==> src/rtl/rv32i_pkg.sv <==
// Shared RV32I fetch definitions: datapath width, canonical NOP encoding and
// the decode-stage fetch bundle.
package rv32i_pkg;

    localparam int          DPW       = 32;
    localparam logic [31:0] INSTR_NOP = 32'h0000_0013;

    typedef struct packed {
        logic [31:0]    instr;
        logic [DPW-1:0] pc;
        logic [DPW-1:0] pc_plus4;
    } fetch_bundle_t;

endpackage

==> src/rtl/instr_fetch_queue_if.sv <==
// Fetch-side bus: PC input, instruction-memory request/response and the
// decode-stage bundle. master = fetch queue, slave = surrounding pipeline/memory.
interface instr_fetch_queue_if #(
    parameter int DPW = rv32i_pkg::DPW
);
    logic [DPW-1:0] PCF;
    logic           pc_adv;
    logic           imem_req_valid;
    logic           imem_req_ready;
    logic [DPW-1:0] imem_req_addr;
    logic           imem_rsp_valid;
    logic [31:0]    imem_rsp_data;
    logic           stallD;
    logic           flushD;
    logic           validD;
    logic [31:0]    InstrD;
    logic [DPW-1:0] PCD;
    logic [DPW-1:0] PCPlus4D;

    modport master (
        input  PCF, imem_req_ready, imem_rsp_valid, imem_rsp_data, stallD, flushD,
        output pc_adv, imem_req_valid, imem_req_addr, validD, InstrD, PCD, PCPlus4D
    );

    modport slave (
        output PCF, imem_req_ready, imem_rsp_valid, imem_rsp_data, stallD, flushD,
        input  pc_adv, imem_req_valid, imem_req_addr, validD, InstrD, PCD, PCPlus4D
    );

endinterface

==> src/rtl/instr_fetch_queue_chk.sv <==
// Simulation-only invariants of the fetch queue: credit bounds, tag/outstanding
// agreement and a sticky flag for responses that arrive with nothing in flight.
module instr_fetch_queue_chk #(
    parameter int DEPTH = 2,
    parameter int CW    = 2
) (
    input logic          clk,
    input logic          rst,
    input logic [CW-1:0] outstanding,
    input logic [CW-1:0] drop_cnt,
    input logic [CW-1:0] tag_count,
    input logic          tag_empty,
    input logic          tag_full,
    input logic          tag_push,
    input logic          tag_pop,
    input logic          q_push,
    input logic          q_pop,
    input logic          q_full,
    input logic          proto_err
);

    a_no_orphan_rsp:  assert property (@(posedge clk) disable iff (rst) !proto_err);
    a_credit_bound:   assert property (@(posedge clk) disable iff (rst) outstanding <= CW'(DEPTH));
    a_drop_bound:     assert property (@(posedge clk) disable iff (rst) drop_cnt <= outstanding);
    a_tag_tracks:     assert property (@(posedge clk) disable iff (rst) tag_count == outstanding);
    a_tag_empty:      assert property (@(posedge clk) disable iff (rst) tag_empty == (outstanding == CW'(0)));
    a_tag_no_ovf:     assert property (@(posedge clk) disable iff (rst) !(tag_push && tag_full && !tag_pop));
    a_queue_no_ovf:   assert property (@(posedge clk) disable iff (rst) !(q_push && q_full && !q_pop));

endmodule

==> src/rtl/instr_fetch_queue_fetch_fifo.sv <==
// DEPTH-entry synchronous FIFO with occupancy count; head entry is presented
// combinationally from storage. clr empties the queue in one cycle.
module fetch_fifo
    import rv32i_pkg::*;
#(
    parameter int  DEPTH = 2,
    parameter type T     = fetch_bundle_t
) (
    input  logic                       clk,
    input  logic                       rst,
    input  logic                       clr,
    input  logic                       push,
    input  logic                       pop,
    input  T                           wdata,
    output T                           rdata,
    output logic [$clog2(DEPTH+1)-1:0] count,
    output logic                       full,
    output logic                       empty
);

    localparam int CW = $clog2(DEPTH + 1);
    localparam int PW = (DEPTH > 1) ? $clog2(DEPTH) : 1;

    T              mem_r [DEPTH];
    logic [PW-1:0] wr_ptr_r;
    logic [PW-1:0] rd_ptr_r;
    logic [CW-1:0] count_r;
    logic          do_push_s;
    logic          do_pop_s;

    function automatic logic [PW-1:0] ptr_inc(input logic [PW-1:0] p);
        return (p == PW'(DEPTH - 1)) ? PW'(0) : p + PW'(1);
    endfunction

    // Qualify push/pop against occupancy; a full queue may still accept when popping.
    always_comb begin
        do_pop_s  = pop && (count_r != CW'(0));
        do_push_s = push && ((count_r != CW'(DEPTH)) || do_pop_s);
    end

    // Pointer and occupancy state.
    always_ff @(posedge clk or posedge rst) begin
        if (rst) begin
            wr_ptr_r <= PW'(0);
            rd_ptr_r <= PW'(0);
            count_r  <= CW'(0);
        end else if (clr) begin
            wr_ptr_r <= PW'(0);
            rd_ptr_r <= PW'(0);
            count_r  <= CW'(0);
        end else begin
            if (do_push_s) wr_ptr_r <= ptr_inc(wr_ptr_r);
            if (do_pop_s)  rd_ptr_r <= ptr_inc(rd_ptr_r);
            case ({do_push_s, do_pop_s})
                2'b10:   count_r <= count_r + CW'(1);
                2'b01:   count_r <= count_r - CW'(1);
                default: count_r <= count_r;
            endcase
        end
    end

    // Entry storage; contents are don't-care while the slot is unoccupied.
    always_ff @(posedge clk) begin
        if (do_push_s && !clr) mem_r[wr_ptr_r] <= wdata;
    end

    assign rdata = mem_r[rd_ptr_r];
    assign count = count_r;
    assign full  = (count_r == CW'(DEPTH));
    assign empty = (count_r == CW'(0));

endmodule

==> src/rtl/instr_fetch_queue.sv <==
// Credit-based instruction fetch queue: issues imem requests while credits
// remain, tags them with their PC, and discards responses belonging to a flushed stream.
import rv32i_pkg::*;

module instr_fetch_queue #(
    parameter int DPW   = rv32i_pkg::DPW,
    parameter int DEPTH = 2
) (
    input logic                 clk,
    input logic                 rst,
    instr_fetch_queue_if.master bus
);

    localparam int CW = $clog2(DEPTH + 1);

    logic [CW-1:0]  outstanding_r;
    logic [CW-1:0]  drop_cnt_r;
    logic [DPW-1:0] last_pc_r;
    logic [DPW-1:0] last_pc4_r;
    logic           proto_err_r;

    logic [CW:0]    credit_use_s;
    logic           req_valid_s;
    logic           pc_adv_s;
    logic           rsp_legal_s;
    logic           rsp_keep_s;
    logic           q_pop_s;
    logic [CW-1:0]  q_count_s;
    logic           q_full_s;
    logic           q_empty_s;
    fetch_bundle_t  q_wdata_s;
    fetch_bundle_t  q_head_s;
    logic [DPW-1:0] pc_tag_s;
    logic [CW-1:0]  tag_count_s;
    logic           tag_full_s;
    logic           tag_empty_s;

    // Credits cover both in-flight requests and queued instructions, so a response can always be stored.
    always_comb begin
        credit_use_s       = {1'b0, outstanding_r} + {1'b0, q_count_s};
        req_valid_s        = !rst && !bus.flushD && (credit_use_s < (CW+1)'(DEPTH));
        pc_adv_s           = req_valid_s && bus.imem_req_ready;
        rsp_legal_s        = bus.imem_rsp_valid && (outstanding_r != CW'(0));
        rsp_keep_s         = rsp_legal_s && (drop_cnt_r == CW'(0)) && !bus.flushD;
        q_pop_s            = !q_empty_s && !bus.stallD && !bus.flushD;
        q_wdata_s.instr    = bus.imem_rsp_data;
        q_wdata_s.pc       = pc_tag_s;
        q_wdata_s.pc_plus4 = pc_tag_s + DPW'(4);
    end

    // Credit, drop and last-shown-PC bookkeeping.
    always_ff @(posedge clk or posedge rst) begin
        if (rst) begin
            outstanding_r <= CW'(0);
            drop_cnt_r    <= CW'(0);
            last_pc_r     <= DPW'(0);
            last_pc4_r    <= DPW'(0);
            proto_err_r   <= 1'b0;
        end else begin
            case ({pc_adv_s, rsp_legal_s})
                2'b10:   outstanding_r <= outstanding_r + CW'(1);
                2'b01:   outstanding_r <= outstanding_r - CW'(1);
                default: outstanding_r <= outstanding_r;
            endcase
            // Everything still in flight after this cycle belongs to the killed stream.
            if (bus.flushD) begin
                drop_cnt_r <= outstanding_r - (rsp_legal_s ? CW'(1) : CW'(0));
            end else if (rsp_legal_s && (drop_cnt_r != CW'(0))) begin
                drop_cnt_r <= drop_cnt_r - CW'(1);
            end else begin
                drop_cnt_r <= drop_cnt_r;
            end
            if (!q_empty_s) begin
                last_pc_r  <= q_head_s.pc;
                last_pc4_r <= q_head_s.pc_plus4;
            end
            proto_err_r <= proto_err_r || (bus.imem_rsp_valid && (outstanding_r == CW'(0))
                                           && (drop_cnt_r == CW'(0)));
        end
    end

    fetch_fifo #(
        .DEPTH (DEPTH),
        .T     (fetch_bundle_t)
    ) u_instr_q (
        .clk   (clk),
        .rst   (rst),
        .clr   (bus.flushD),
        .push  (rsp_keep_s),
        .pop   (q_pop_s),
        .wdata (q_wdata_s),
        .rdata (q_head_s),
        .count (q_count_s),
        .full  (q_full_s),
        .empty (q_empty_s)
    );

    fetch_fifo #(
        .DEPTH (DEPTH),
        .T     (logic [DPW-1:0])
    ) u_tag_q (
        .clk   (clk),
        .rst   (rst),
        .clr   (1'b0),
        .push  (pc_adv_s),
        .pop   (rsp_legal_s),
        .wdata (bus.PCF),
        .rdata (pc_tag_s),
        .count (tag_count_s),
        .full  (tag_full_s),
        .empty (tag_empty_s)
    );

    instr_fetch_queue_chk #(
        .DEPTH (DEPTH),
        .CW    (CW)
    ) u_chk (
        .clk         (clk),
        .rst         (rst),
        .outstanding (outstanding_r),
        .drop_cnt    (drop_cnt_r),
        .tag_count   (tag_count_s),
        .tag_empty   (tag_empty_s),
        .tag_full    (tag_full_s),
        .tag_push    (pc_adv_s),
        .tag_pop     (rsp_legal_s),
        .q_push      (rsp_keep_s),
        .q_pop       (q_pop_s),
        .q_full      (q_full_s),
        .proto_err   (proto_err_r)
    );

    assign bus.imem_req_valid = req_valid_s;
    assign bus.imem_req_addr  = bus.PCF;
    assign bus.pc_adv         = pc_adv_s;
    assign bus.validD         = !q_empty_s;
    assign bus.InstrD         = q_empty_s ? INSTR_NOP  : q_head_s.instr;
    assign bus.PCD            = q_empty_s ? last_pc_r  : q_head_s.pc;
    assign bus.PCPlus4D       = q_empty_s ? last_pc4_r : q_head_s.pc_plus4;

endmodule

==> src/flat_wrapper.sv <==
// flat-port wrapper written by rule: the top's interface ports become plain ports
module instr_fetch_queue_flat 
#(
    parameter int DPW   = rv32i_pkg::DPW,
    parameter int DEPTH = 2
)
  (clk, rst, bus_PCF, bus_imem_req_ready, bus_imem_rsp_valid, bus_imem_rsp_data, bus_stallD, bus_flushD, bus_pc_adv, bus_imem_req_valid, bus_imem_req_addr, bus_validD, bus_InstrD, bus_PCD, bus_PCPlus4D);
  instr_fetch_queue_if #(.DPW(DPW)) bus_i ();
  input logic clk;
  input logic rst;
  input wire logic [$bits(bus_i.PCF)-1:0] bus_PCF;
  input wire logic [$bits(bus_i.imem_req_ready)-1:0] bus_imem_req_ready;
  input wire logic [$bits(bus_i.imem_rsp_valid)-1:0] bus_imem_rsp_valid;
  input wire logic [$bits(bus_i.imem_rsp_data)-1:0] bus_imem_rsp_data;
  input wire logic [$bits(bus_i.stallD)-1:0] bus_stallD;
  input wire logic [$bits(bus_i.flushD)-1:0] bus_flushD;
  output wire logic [$bits(bus_i.pc_adv)-1:0] bus_pc_adv;
  output wire logic [$bits(bus_i.imem_req_valid)-1:0] bus_imem_req_valid;
  output wire logic [$bits(bus_i.imem_req_addr)-1:0] bus_imem_req_addr;
  output wire logic [$bits(bus_i.validD)-1:0] bus_validD;
  output wire logic [$bits(bus_i.InstrD)-1:0] bus_InstrD;
  output wire logic [$bits(bus_i.PCD)-1:0] bus_PCD;
  output wire logic [$bits(bus_i.PCPlus4D)-1:0] bus_PCPlus4D;
  assign bus_i.PCF = bus_PCF;
  assign bus_i.imem_req_ready = bus_imem_req_ready;
  assign bus_i.imem_rsp_valid = bus_imem_rsp_valid;
  assign bus_i.imem_rsp_data = bus_imem_rsp_data;
  assign bus_i.stallD = bus_stallD;
  assign bus_i.flushD = bus_flushD;
  assign bus_pc_adv = bus_i.pc_adv;
  assign bus_imem_req_valid = bus_i.imem_req_valid;
  assign bus_imem_req_addr = bus_i.imem_req_addr;
  assign bus_validD = bus_i.validD;
  assign bus_InstrD = bus_i.InstrD;
  assign bus_PCD = bus_i.PCD;
  assign bus_PCPlus4D = bus_i.PCPlus4D;
  instr_fetch_queue #(.DPW(DPW), .DEPTH(DEPTH)) u_core (.clk(clk), .rst(rst), .bus(bus_i));
endmodule
==> config.mk <==
export PLATFORM = sky130hd
export DESIGN_NAME = instr_fetch_queue_flat
export DESIGN_NICKNAME = d
export VERILOG_FILES = /design/src/rtl/rv32i_pkg.sv /design/src/rtl/instr_fetch_queue_if.sv /design/src/rtl/instr_fetch_queue_chk.sv /design/src/rtl/instr_fetch_queue_fetch_fifo.sv /design/src/rtl/instr_fetch_queue.sv /design/src/flat_wrapper.sv
export SDC_FILE = /design/constraint.sdc
export NUM_CORES = 1
export LEC_CHECK = 0
export CAP_MARGIN = 20
export CELL_PAD_IN_SITES_DETAIL_PLACEMENT = 1
export CELL_PAD_IN_SITES_GLOBAL_PLACEMENT = 2
export CORE_UTILIZATION = 41
export CTS_CLUSTER_DIAMETER = 150
export DETAILED_ROUTE_END_ITERATION = 7
export GPL_TIMING_DRIVEN = 0
export PLACE_DENSITY = 0.85
export SETUP_SLACK_MARGIN = 0.3
export SLEW_MARGIN = 20
export SYNTH_ARGS = -nofsm -noshare
export SYNTH_HDL_FRONTEND = slang
export SYNTH_SLANG_ARGS = --single-unit
==> constraint.sdc <==
create_clock -name clk -period 17.3 [get_ports clk]
set_clock_uncertainty 0.2 [all_clocks]
set_input_delay 4.325 -clock clk [delete_from_list [all_inputs] [get_ports clk]]
set_output_delay 4.325 -clock clk [all_outputs]
set_load 0.02 [all_outputs]
[Word-level counts from Yosys, hierarchy flattened]
Memory sizes are Yosys's and may differ from the RTL's.
Cells that the tools add are included.
Word-level totals
  output and inout bits: 131
  word-level logic and storage cells: 89
  bits in registers: 76
  memory bits (writable): 256
  memories: 2
  input port bits: 70
Memories
  u_core.u_instr_q.mem_r: depth 2, bits a word 96, read ports 1, clocked after memory_dff 0, wr ports 1, RTL line instr_fetch_queue_fetch_fifo.sv:24  | T mem_r [DEPTH];
  u_core.u_tag_q.mem_r: depth 2, bits a word 32, read ports 1, clocked after memory_dff 0, wr ports 1, RTL line instr_fetch_queue_fetch_fifo.sv:24
Operators by class
  equal/unequal tests: 8
  reductions and logical operators: 32
  $add $sub $neg: 14
  order comparisons: 1
  mux-type cells: 22
Operators by type and width (count)
  two-way mux 32 bit: 3
  adder 32 x 3 -> 32 bit, second input constant: 1
  nonzero test 2 bit: 9
  logical AND 1 bit: 14
  two-way mux 1 bit: 13
  case mux 2 bit (2 select lines): 3
  subtractor 2 x 1 -> 2 bit, second input constant: 4
  adder 2 x 1 -> 2 bit, second input constant: 3
  equality test 2 x 1 -> 1 bit, second input constant: 3
  equality test 2 bit, second input constant: 3
  two-way mux 2 bit: 3
  adder 1 bit, second input constant: 4
  logical NOT 1 bit: 4
  logical NOT 2 bit: 2
  inequality test 2 bit, second input constant: 2
  adder 2 x 2 -> 3 bit: 1
  less-than comparator 3 x 2 -> 1 bit, second input constant: 1
  nonzero test 3 bit: 1
  logical OR 1 bit: 2
  subtractor 2 bit: 1

[Logic depth before layout (Yosys ltp)]
Gate-level depths: netlist of run 1.
  depth in word-level cells: 10
  depth in mapped cells: 11

[By module]
Synthesis of run 1 repeated with hierarchy kept, for this count alone.
Second synthesis, totals
  cells, all modules: 776
  area, all modules: 13409.1 µm²
By module, submodules not included
  fetch_fifo (u_core.u_instr_q): cells each 329, instances 1, sequential area each 5865.6 µm², area an instance 7169.4 µm²
  instr_fetch_queue: cells each 317, instances 1, sequential area each 1701.6 µm², area an instance 3678.5 µm²
  fetch_fifo (u_core.u_tag_q): cells each 130, instances 1, sequential area each 2021.9 µm², area an instance 2561.2 µm²

[Worst setup path before layout of run 1]
Ideal clock, no wire load.
  path type: input to register
  start point: input port bus_imem_rsp_valid
  end point: register u_core.u_instr_q.wr_ptr_r
  required time: 16.967 ns
  data arrival time: 14.422 ns
  setup time: 0.133 ns
  stages on the path: 5
  buffers on the path: 0
  setup slack: 2.545 ns
  cells stage by stage: o21ai_0 > inv_1 > nand2_1 > nor4_1 > o21bai_1
On the way
  longest elaborated chain between the ends: 5
RTL lines
  from (decl): RTL line flat_wrapper.sv:13  | input wire logic [$bits(bus_i.imem_rsp_valid)-1:0] bus_imem_rsp_valid;
  logical AND 1 bit: RTL line instr_fetch_queue.sv:43  | rsp_legal_s = bus.imem_rsp_valid && (outstanding_r != CW'(0));
  logical AND 1 bit (2 in a row): RTL line instr_fetch_queue.sv:44  | rsp_keep_s = rsp_legal_s && (drop_cnt_r == CW'(0)) && !bus.flushD;
  logical AND 1 bit: RTL line instr_fetch_queue_fetch_fifo.sv:38  | do_push_s = push && ((count_r != CW'(DEPTH)) || do_pop_s);
  nonzero test 2 bit (no line)
  to (signal assigned): RTL line instr_fetch_queue_fetch_fifo.sv:52  | if (do_push_s) wr_ptr_r <= ptr_inc(wr_ptr_r);
  to (decl): RTL line instr_fetch_queue_fetch_fifo.sv:25  | logic [PW-1:0] wr_ptr_r;
No other way between the ends.
A chain may end at the register's enable or synchronous reset.

[Worst setup path in the final report of run 1]
  start point: input port rst
  end point: output port bus_pc_adv
On the way
  longest elaborated chain between the ends: 4
RTL lines
  from (decl): RTL line flat_wrapper.sv:10  | input logic rst;
  logical NOT 1 bit (no line)
  logical AND 1 bit (2 in a row): RTL line instr_fetch_queue.sv:41  | req_valid_s = !rst && !bus.flushD && (credit_use_s < (CW+1)'(DEPTH));
  logical AND 1 bit: RTL line instr_fetch_queue.sv:42  | pc_adv_s = req_valid_s && bus.imem_req_ready;
  to (decl): RTL line flat_wrapper.sv:17  | output wire logic [$bits(bus_i.pc_adv)-1:0] bus_pc_adv;
No other way between the ends.

==> results of run 1 <==
## worst max-delay path by stage
| stage | depth (start not counted) | endpoint | from |
|---|---|---|---|
| finish | 5 | bus_pc_adv | rst |
| global route | 5 | bus_pc_adv | rst |
| CTS | 5 | bus_pc_adv | rst |
| detailed placement | 5 | bus_pc_adv | rst |
| global placement | 6 | u_core.u_instr_q.wr_ptr_r | bus_imem_rsp_valid |
| floorplan | 5 | u_core.u_instr_q.wr_ptr_r | bus_imem_rsp_valid |
## final cells by class
cell class / count / share of cell area [%]
flip-flops and latches: 328 / 56.2
plain buffers: 68 / 2.35
inverters: 14 / 0.327
clock buffers: 49 / 5.75
repair buffers: 220 / 13.0
well taps: 396 / 2.94
multi-input cells: 450 / 18.5
clock inverters: 13 / 0.862
## where the power goes
| group | total, µW | switching, µW | internal (µW) |
|---|---|---|---|
| registers | 1030 | 39.7 | 985 |
| logic | 702 | 413 | 289 |
| clock network | 729 | 293 | 436 |
| total | 2460 | 746 | 1710 |
## tightest hold or removal path, delay by kind of cell (launching register included)
family / cells / cell delay, ns
AOI/OAI and AO/OA: 1 / 0.09
DFF: 1 / 0.32
and+or+nand+nor: 1 / 0.04
## state kept, by name, indices dropped and copies added, names as in the netlist
name                       flops
u_core.drop_cnt_r              2
u_core.u_instr_q.mem_r       188
u_core.u_tag_q.wr_ptr_r        1
u_core.u_instr_q.count         2
u_core.last_pc_r              32
u_core.u_tag_q.rd_ptr_r        1
u_core.u_instr_q.wr_ptr_r      1
u_core.last_pc4_r             32
u_core.u_tag_q.count           2
u_core.u_instr_q.rd_ptr_r      1
u_core.outstanding_r           2
u_core.u_tag_q.mem_r          64
## metrics by stage
| step | cells | setup TNS (ns) |
|---|---|---|
| 6_report | 1538 | 0 |
| 5_1_grt | 1538 | 0 |
| 4_1_cts | 1538 | 0 |
| 3_5_place_dp | 1476 | 0 |
| 3_3_place_gp | 1455 | -376.48 |
| 2_1_floorplan | 860 | 0 |
## cell families after synthesis
group           Yosys count  share of synthesized area (%)
simple gates            191                           6.78
compound gates           93                           4.21
buf+inv                  82                           3.45
flops                   328                           72.7
mux                     127                           10.0
xor+xnor                 34                           2.29
fa+ha+maj                 5                          0.538
## Yosys cell counts (13+ instances only)
| library cell | count | area share (%) |
|---|---|---|
| xnor2_1 | 20 | 1.3 |
| mux2_2 | 25 | 2.2 |
| nor2_1 | 48 | 1.4 |
| o21ai_0 | 67 | 2.6 |
| nand2_1 | 91 | 2.6 |
| buf_4 | 34 | 2.0 |
| dfrtp_1 | 76 | 15 |
| inv_1 | 13 | 0.37 |
| mux2i_1 | 102 | 7.8 |
| clkbuf_1 | 23 | 0.66 |
| xor2_1 | 14 | 0.94 |
| edfxtp_1 | 252 | 58 |
## placed cells by master (no fill, tap or decap), types with 4 or more instances in the layout
master and count:
xor2_1 14, nor4_1 4, ha_1 4, inv_1 12
xnor2_1 20, nand3b_1 5, nor2_1 47, nand4_1 7
buf_4 40, nand3_1 12, nand4b_1 4, buf_1 5
mux2i_1 102, buf_2 16, clkdlybuf4s50_1 199, clkbuf_16 35
o21ai_0 67, clkbuf_8 4, a21oi_1 8, mux2_2 25
edfxtp_1 252, clkinv_2 4, dfrtp_1 76, clkbuf_1 33
o21a_1 4, nand2_1 91, nor3_1 4
## layer usage
metal / vias to the layer above / part of all wire, % / GRT usage [%]
met4: 0 / 1.9 / 4.92
met5: - / 0 / 0
met1: 3813 / 43 / 24.0
li1: 3629 / - / -
met2: 187 / 51 / 34.0
met3: 39 / 4.3 / 3.33
==> results.yml, run 1 <==
layout:
  areaGrowthSynthToFinish_pct: 29.4
  layout-drive-gt1-share_pct: 13.1
  design_area_mm2: 0.0168
  seq_area_mm2: 0.00947
  post-route-util_pct: 54.5
  antennaDiodeCount: 0
  finalNetCount: 1192
  multi_input_area_mm2: 0.00312
  fillers: 3007
route:
  via_count: 7668
  wl_per_cell_um: 19.7
  antenna_left: 0
  wl_um: 30400
  first_pass_iters: 4
  drcViolationCount: 0
  vias_per_cell: 4.99
  drtIter0Drc: 300
timing:
  relSlewSlack_pct: 38.6
  tightest_slew_ns: 0.918
  hold-worst-slack_ns: 0.295
  period_share_pct: 61.7
  fin_crit_ns: 10.68
  finalMaxSlewViolations: 0
  rsz0062_at_grt: "no"
  timing.fmax_ghz: 0.0937
  setup_viol_count_final: 0
  worst_slack_ns: 6.62
  hold_violations: 0
power_and_ir_drop:
  power_density_mw_per_mm2: 146
  power_uw: 2460
  ir_drop_mv: 0.0847
  power.leakage_uw: 0.00591
synthesis:
  ys_seq_area_share_pct: 72.7
  synth_edf_count: 252
  synth_cell_types: 47
  synth_fp_nets: 935
  synth_cells: 860
  ys_ff_latch: 328
  ys.flop_type: "edfxtp_1"
  synthArstFlopShare_pct: 23.2
  yosysWarnings: 0
  syn_area_per_cell_um2: 15.1
  netlist_area_mm2: 0.0130
global_routing:
  grt_pass1_wl_um: 47500
  grt_pass1_vias: 8276
  grt-ovfl-total: 0
  antenna_found_initial: 0
  grt_usage_pct: 19.1
  grt_max_degree: 51
place:
  finalWeightedCongestion: 0.734
  dpl.hpwl_um: 21700
  placed_cell_area_mm2: 0.0157
  dpl_worst_slack_ns: 6.57
  portBuffers: 199
critical_path:
  cp-end-kind: "output pin"
  r2r-start: "u_core.u_tag_q.rd_ptr_r"
  r2r-end: "u_core.u_instr_q.mem_r[0][26]"
  reg2reg_slack_ns: 13.48
  slowest_stage: "clkdlybuf4s50_1"
  critPathMostFrequentCell: "clkdlybuf4s50_1"
  path_delay_family: "buffers and inverters"
  crit_buf_inv: 3
  crit_path_max_incr_delay_ns: 0.65
  reg2regPathDepth: 11
  worstSetupPathType: "in -> out"
  crit_chain: "clkdlybuf4s50_1, nor4_1, nand2_1, inv_1, clkdlybuf4s50_1"
  cp-start-kind: "input pin"
  cp.required_ns: 12.77
  worstPathArrival_ns: 6.15
  crit_fanout: 4
floorplan:
  ios: 201
  start_util_pct: 42.1
  die_x_um: 180
  core_area_mm2: 0.0309
  row_count: 64
  die_area_mm2: 0.0325
  die_y_um: 180
outcome:
  status: "complete, no violations"
clock_tree:
  tritoncts: "yes"
  cts.sinks: 328
  clockBufferDepth: 3
  clkLatencyLatePin_ns: 0.51
  holdBufCountCts: 0
  cts-htree-levels: 2
  clkTransAtPathRegs_ns: 0.05
  numCtsBuffers: 35
  post_cts_resized: 0
  cts-root-buf: "clkbuf_16"
  postCtsSetupBuffers: 0
hold_path:
  min-delay-start: "u_core.last_pc4_r[3]"
  whs_path_depth: 2
  hold_class: "reg -> reg"
  min_to: "u_core.last_pc4_r[3]"
job:
  cap_viol_max_count: 0
(Power assumes the default switching activity.)
==> run 2: changes to the inputs <==
--- a/config.mk
+++ b/config.mk
@@ -8,11 +8,11 @@
 export CAP_MARGIN = 20
 export CELL_PAD_IN_SITES_DETAIL_PLACEMENT = 1
 export CELL_PAD_IN_SITES_GLOBAL_PLACEMENT = 2
-export CORE_UTILIZATION = 41
+export CORE_UTILIZATION = 38
 export CTS_CLUSTER_DIAMETER = 150
 export DETAILED_ROUTE_END_ITERATION = 7
 export GPL_TIMING_DRIVEN = 0
-export PLACE_DENSITY = 0.85
+export PLACE_DENSITY = 0.79
 export SETUP_SLACK_MARGIN = 0.3
 export SLEW_MARGIN = 20
 export SYNTH_ARGS = -nofsm -noshare
==> constraint.sdc (replaced) <==
create_clock -name clk -period 11.1 [get_ports clk]
set_clock_uncertainty 0.2 [all_clocks]
set_input_delay 2.775 -clock clk [delete_from_list [all_inputs] [get_ports clk]]
set_output_delay 2.775 -clock clk [all_outputs]
set_load 0.02 [all_outputs]
==> results.yml, run 2 (synthesis results as in run 1) <==
layout:
  final_cells: 1583
  layout_common_cells: "252 x edfxtp_1, 199 x clkdlybuf4s50_1, 102 x mux2i_1"
  post-route-util_pct: 50.2
  areaGrowthSynthToFinish_pct: 29.6
  largestRegisters: "u_core.u_instr_q.mem_r x188, u_core.u_tag_q.mem_r x64"
  largest_register_ffs: 188
  antennaDiodeCount: 0
  finalNetCount: 1185
  layout-drive-gt1-share_pct: 12.3
  registers.top_by_ff_count: "u_core.u_instr_q.mem_r"
  final_common_cell: "edfxtp_1"
  design_area_mm2: 0.0169
route:
  wl_um: 30000
  vias_per_cell: 4.80
  via_count: 7597
  drcViolationCount: 0
  antenna_left: 0
  first_pass_iters: 4
  drtIter0Drc: 402
  wl_per_cell_um: 19.0
timing:
  fin_crit_ns: 7.53
  period_share_pct: 67.9
  hold_violations: 0
  finalMaxSlewViolations: 0
  tightest_slew_ns: 1.01
  rsz0062_at_grt: "no"
  setup_viol_count_final: 0
  timing.fmax_ghz: 0.133
  timing.setup.tns_ns: 0
  relSlewSlack_pct: 32.7
critical_path:
  path_depth: 5
  worstSetupPathType: "in -> out"
  cp.required_ns: 8.12
  slowest_stage: "clkdlybuf4s50_1"
  r2r-end: "u_core.u_instr_q.mem_r[0][28]"
  path_delay_family: "buffers and inverters"
  worstPathArrival_ns: 4.56
  crit_path_max_incr_delay_ns: 0.62
  r2r-start: "u_core.u_tag_q.rd_ptr_r"
  crit_chain: "clkdlybuf4s50_1, nor4_1, nand2_1, inv_1, clkdlybuf4s50_1"
  critPathMostFrequentCell: "clkdlybuf4s50_1"
  crit_fanout: 4
  crit_buf_inv: 3
  reg2reg_slack_ns: 7.16
  cp-end-kind: "output pin"
  reg2regPathDepth: 11
  cp-start-kind: "input pin"
clock_tree:
  numCtsBuffers: 35
  post_cts_resized: 0
  postCtsSetupBuffers: 0
  tritoncts: "yes"
  cts-htree-levels: 2
  clkLatencyLatePin_ns: 0.51
  cts-root-buf: "clkbuf_16"
  holdBufCountCts: 0
  clockBufferDepth: 3
  cts.sinks: 328
  clkTransAtPathRegs_ns: 0.06
floorplan:
  row_count: 67
  core_area_mm2: 0.0336
  die_y_um: 187
  start_util_pct: 38.7
  die_x_um: 187
  die_area_mm2: 0.0350
  ios: 201
global_routing:
  grt_pass1_wl_um: 46500
  grt-ovfl-total: 0
  grt_pass1_vias: 8032
  grt_usage_pct: 17.3
  antenna_found_initial: 0
  grt_max_degree: 50
power_and_ir_drop:
  power.leakage_uw: 0.00585
  ir_drop_mv: 0.101
  power_uw: 3790
  power_density_mw_per_mm2: 225
place:
  dpl.hpwl_um: 21700
  finalWeightedCongestion: 0.733
  portBuffers: 199
  placed_cell_area_mm2: 0.0158
  dp_cells: 1521
hold_path:
  min_to: "u_core.last_pc_r[5]"
  hold_class: "reg -> reg"
  min-delay-start: "u_core.last_pc_r[5]"
  whs_path_depth: 2
job:
  cap_viol_max_count: 0
outcome:
  status: "complete, no violations"
run 2: cell count changes in the layout (fill, tap and decap cells not counted), sizes merged:
cell      change
clkbuf        +3
clkinvlp      -1
buf           -7
bufinv        -1
clkinv        -1
run 2: stage by stage:
stage	hold slack (ns)	worst slack, ns
after global routing	0.319	3.41
after global placement	0.273	-2.08
after floorplan	0.260	1.95
after CTS	0.297	3.54
after detailed placement	0.284	3.56
final	0.293	3.57
run 2: layer usage:
layer	up-vias	track usage [%]	share of wire, %
li1	3614	-	-
met1	3782	22.3	44
met2	165	30.3	50
met3	36	2.91	3.9
met4	0	4.51	1.8
met5	-	0	0
run 2: how the worst max path moves through the flow:
stage	startpoint	end	slack [ns]
global route	rst	bus_pc_adv	3.41
detailed placement	rst	bus_pc_adv	3.56
CTS	rst	bus_pc_adv	3.54
global placement	bus_imem_rsp_valid	u_core.u_instr_q.wr_ptr_r	-2.08
finish	rst	bus_pc_adv	3.57
floorplan	bus_imem_rsp_valid	u_core.u_instr_q.mem_r[0][10]	1.95
run 2: final cells by class:
class,instances,area (µm²)
Buffer,68,397
Timing Repair Buffer,213,2180
Clock inverter,10,104
Tap cell,448,561
Clock buffer,52,970
Inverter,14,55.1
Fill cell,3286,16700
Sequential cell,328,9470
Multi-Input combinational cell,450,3130
run 2: worst register-to-register path, cell delays in order, from the launching register on:
cell,delay (ns)
dfrtp_1,0.54
buf_6,0.21
buf_4,0.20
buf_2,0.42
mux2i_1,0.31
inv_1,0.17
ha_1,0.20
inv_1,0.10
a211oi_4,0.43
nand3_4,0.21
nor4_1,0.43
xor2_1,0.31
run 2: report_power, final:
| part | switching (µW) | internal, µW |
|---|---|---|
| Combinational | 640 | 452 |
| Clock | 452 | 651 |
| Sequential | 61.3 | 1540 |
| Total | 1150 | 2640 |
==> run 3: changes to the inputs <==
==> constraint.sdc (replaced) <==
create_clock -name clk -period 7.4 [get_ports clk]
set_clock_uncertainty 0.2 [all_clocks]
set_input_delay 1.85 -clock clk [delete_from_list [all_inputs] [get_ports clk]]
set_output_delay 1.85 -clock clk [all_outputs]
set_load 0.02 [all_outputs]
==> results.yml, run 3 (synthesis results as in run 1) <==
power_and_ir_drop:
  power_uw: 5670
  power.leakage_uw: 0.00586
  swShare_pct: 30.2
  pwr-share-clk_pct: 29.0
  ir_drop_mv: 0.148
  p_int_uw: 3950
  seqPwrFrac_pct: 42.2
  switchingPower_uw: 1710
  power_density_mw_per_mm2: 336
  combPwrFrac_pct: 28.8
route:
  antenna_left: 0
  first_pass_iters: 4
  drcViolationCount: 0
  via_count: 7631
  vias_per_cell: 4.82
  drtIter0Drc: 350
  wl_um: 30200
  wl_per_cell_um: 19.1
timing:
  fin_crit_ns: 5.91
  hold_violations: 0
  rsz0062_at_grt: "no"
  timing.setup.tns_ns: 0
  hold-worst-slack_ns: 0.285
  finalMaxSlewViolations: 0
  period_share_pct: 79.8
  timing.fmax_ghz: 0.169
  relSlewSlack_pct: 42.1
  setup_viol_count_final: 0
  tightest_slew_ns: 0.869
global_routing:
  grt_pass1_vias: 8131
  grt_pass1_wl_um: 47000
  grt_max_degree: 49
  grt_usage_pct: 17.5
  antenna_found_initial: 0
  grt-ovfl-total: 0
critical_path:
  cp-end-kind: "output pin"
  critPathMostFrequentCell: "clkbuf_1"
  crit_chain: "clkbuf_1, nor2_2, clkbuf_1, clkbuf_1, nand2_1, o21ai_0, clkdlybuf4s50_1"
  worstSetupPathType: "reg -> out"
  crit_fanout: 10
  worstPathArrival_ns: 3.86
  cp-start-kind: "flip-flop"
  cp.required_ns: 5.35
  slowest_stage: "clkdlybuf4s50_1"
  crit_path_max_incr_delay_ns: 0.70
clock_tree:
  holdBufCountCts: 0
  postCtsSetupBuffers: 0
  tritoncts: "yes"
  cts.sinks: 328
  cts-root-buf: "clkbuf_16"
  clkLatencyLatePin_ns: 0.51
  post_cts_resized: 0
  cts-htree-levels: 2
  clockBufferDepth: 3
  clkTransAtPathRegs_ns: 0.06
  numCtsBuffers: 34
outcome:
  status: "complete, no violations"
layout:
  largest_register_ffs: 188
  finalNetCount: 1184
  layout_common_cells: "252 x edfxtp_1, 199 x clkdlybuf4s50_1, 102 x mux2i_1"
  areaGrowthSynthToFinish_pct: 29.6
  registers.top_by_ff_count: "u_core.u_instr_q.mem_r"
  largestRegisters: "u_core.u_instr_q.mem_r x188, u_core.u_tag_q.mem_r x64"
  post-route-util_pct: 50.2
  final_common_cell: "edfxtp_1"
  antennaDiodeCount: 0
  layout-drive-gt1-share_pct: 12.3
  design_area_mm2: 0.0169
  fillers: 3309
floorplan:
  start_util_pct: 38.7
  die_y_um: 187
  die_area_mm2: 0.0350
  core_area_mm2: 0.0336
  die_x_um: 187
  ios: 201
  row_count: 67
place:
  placed_cell_area_mm2: 0.0158
  portBuffers: 199
  finalWeightedCongestion: 0.720
  dpl.hpwl_um: 21800
job:
  cap_viol_max_count: 0
hold_path:
  hold_class: "reg -> reg"
[run 3: cell count changes in the layout (fill, tap and decap cells not counted), moves of 2 or more]
cell       previous run  this run
buf_4                36        38
buf_6                 9         6
clkbuf_16            35        38
clkbuf_8              3         0
[run 3: final timing paths]
kind                                           startpoint                       endpoint  slack [ns]  cells after the start
worst min-delay path                u_core.last_pc4_r[24]          u_core.last_pc4_r[24]        0.28                      2
worst max-delay path            u_core.u_instr_q.count[0]                    bus_PCD[18]        1.49                      7
max in group asynchronous                             rst           u_core.last_pc_r[29]        4.81                      3
worst max register to register    u_core.u_tag_q.rd_ptr_r  u_core.u_instr_q.mem_r[0][28]        3.58                     11
min in group asynchronous                             rst        u_core.outstanding_r[1]        1.57                      2
worst min register to register      u_core.last_pc4_r[24]          u_core.last_pc4_r[24]        0.28                      2
[run 3: per-layer routing]
metal  GRT usage (%)  routed length [µm]
met1            22.7               13400
met2            30.3               15000
met3            2.87                1320
met4            4.22                 525
met5               0                   0
[run 3: through the flow]
step,std cells,setup WS [ns]
CTS,1583,1.28
global placement,1507,-1.11
global route,1583,1.19
detailed placement,1521,1.65
finish,1583,1.49
floorplan,860,1.41
[run 3: cell type report]
class                           count  area [µm²]  area share (%)
Tap cell                          448         561            3.32
Timing Repair Buffer              213        2190            13.0
Clock inverter                     10        73.8           0.437
Buffer                             68         397            2.35
Sequential cell                   328        9470            56.1
Multi-Input combinational cell    450        3130            18.5
Inverter                           14        55.1           0.326
Clock buffer                       52        1000            5.95
[run 3: worst max-delay path: cells and delay by family, from the launching register on]
family / cells / cell delay, ns
compound gates: 1 / 0.22
buf+inv: 4 / 2.02
flops: 1 / 0.36
simple gates: 2 / 0.73
[run 3: power by group through the flow]
stage | Sequential (µW) | Clock (µW) | Combinational (µW)
floorplan | 2410 | 0 | 895
global placement | 2420 | 0 | 1600
detailed placement | 2430 | 0 | 1650
CTS | 2390 | 1690 | 1660
global route | 2420 | 1750 | 1750
finish | 2390 | 1650 | 1630
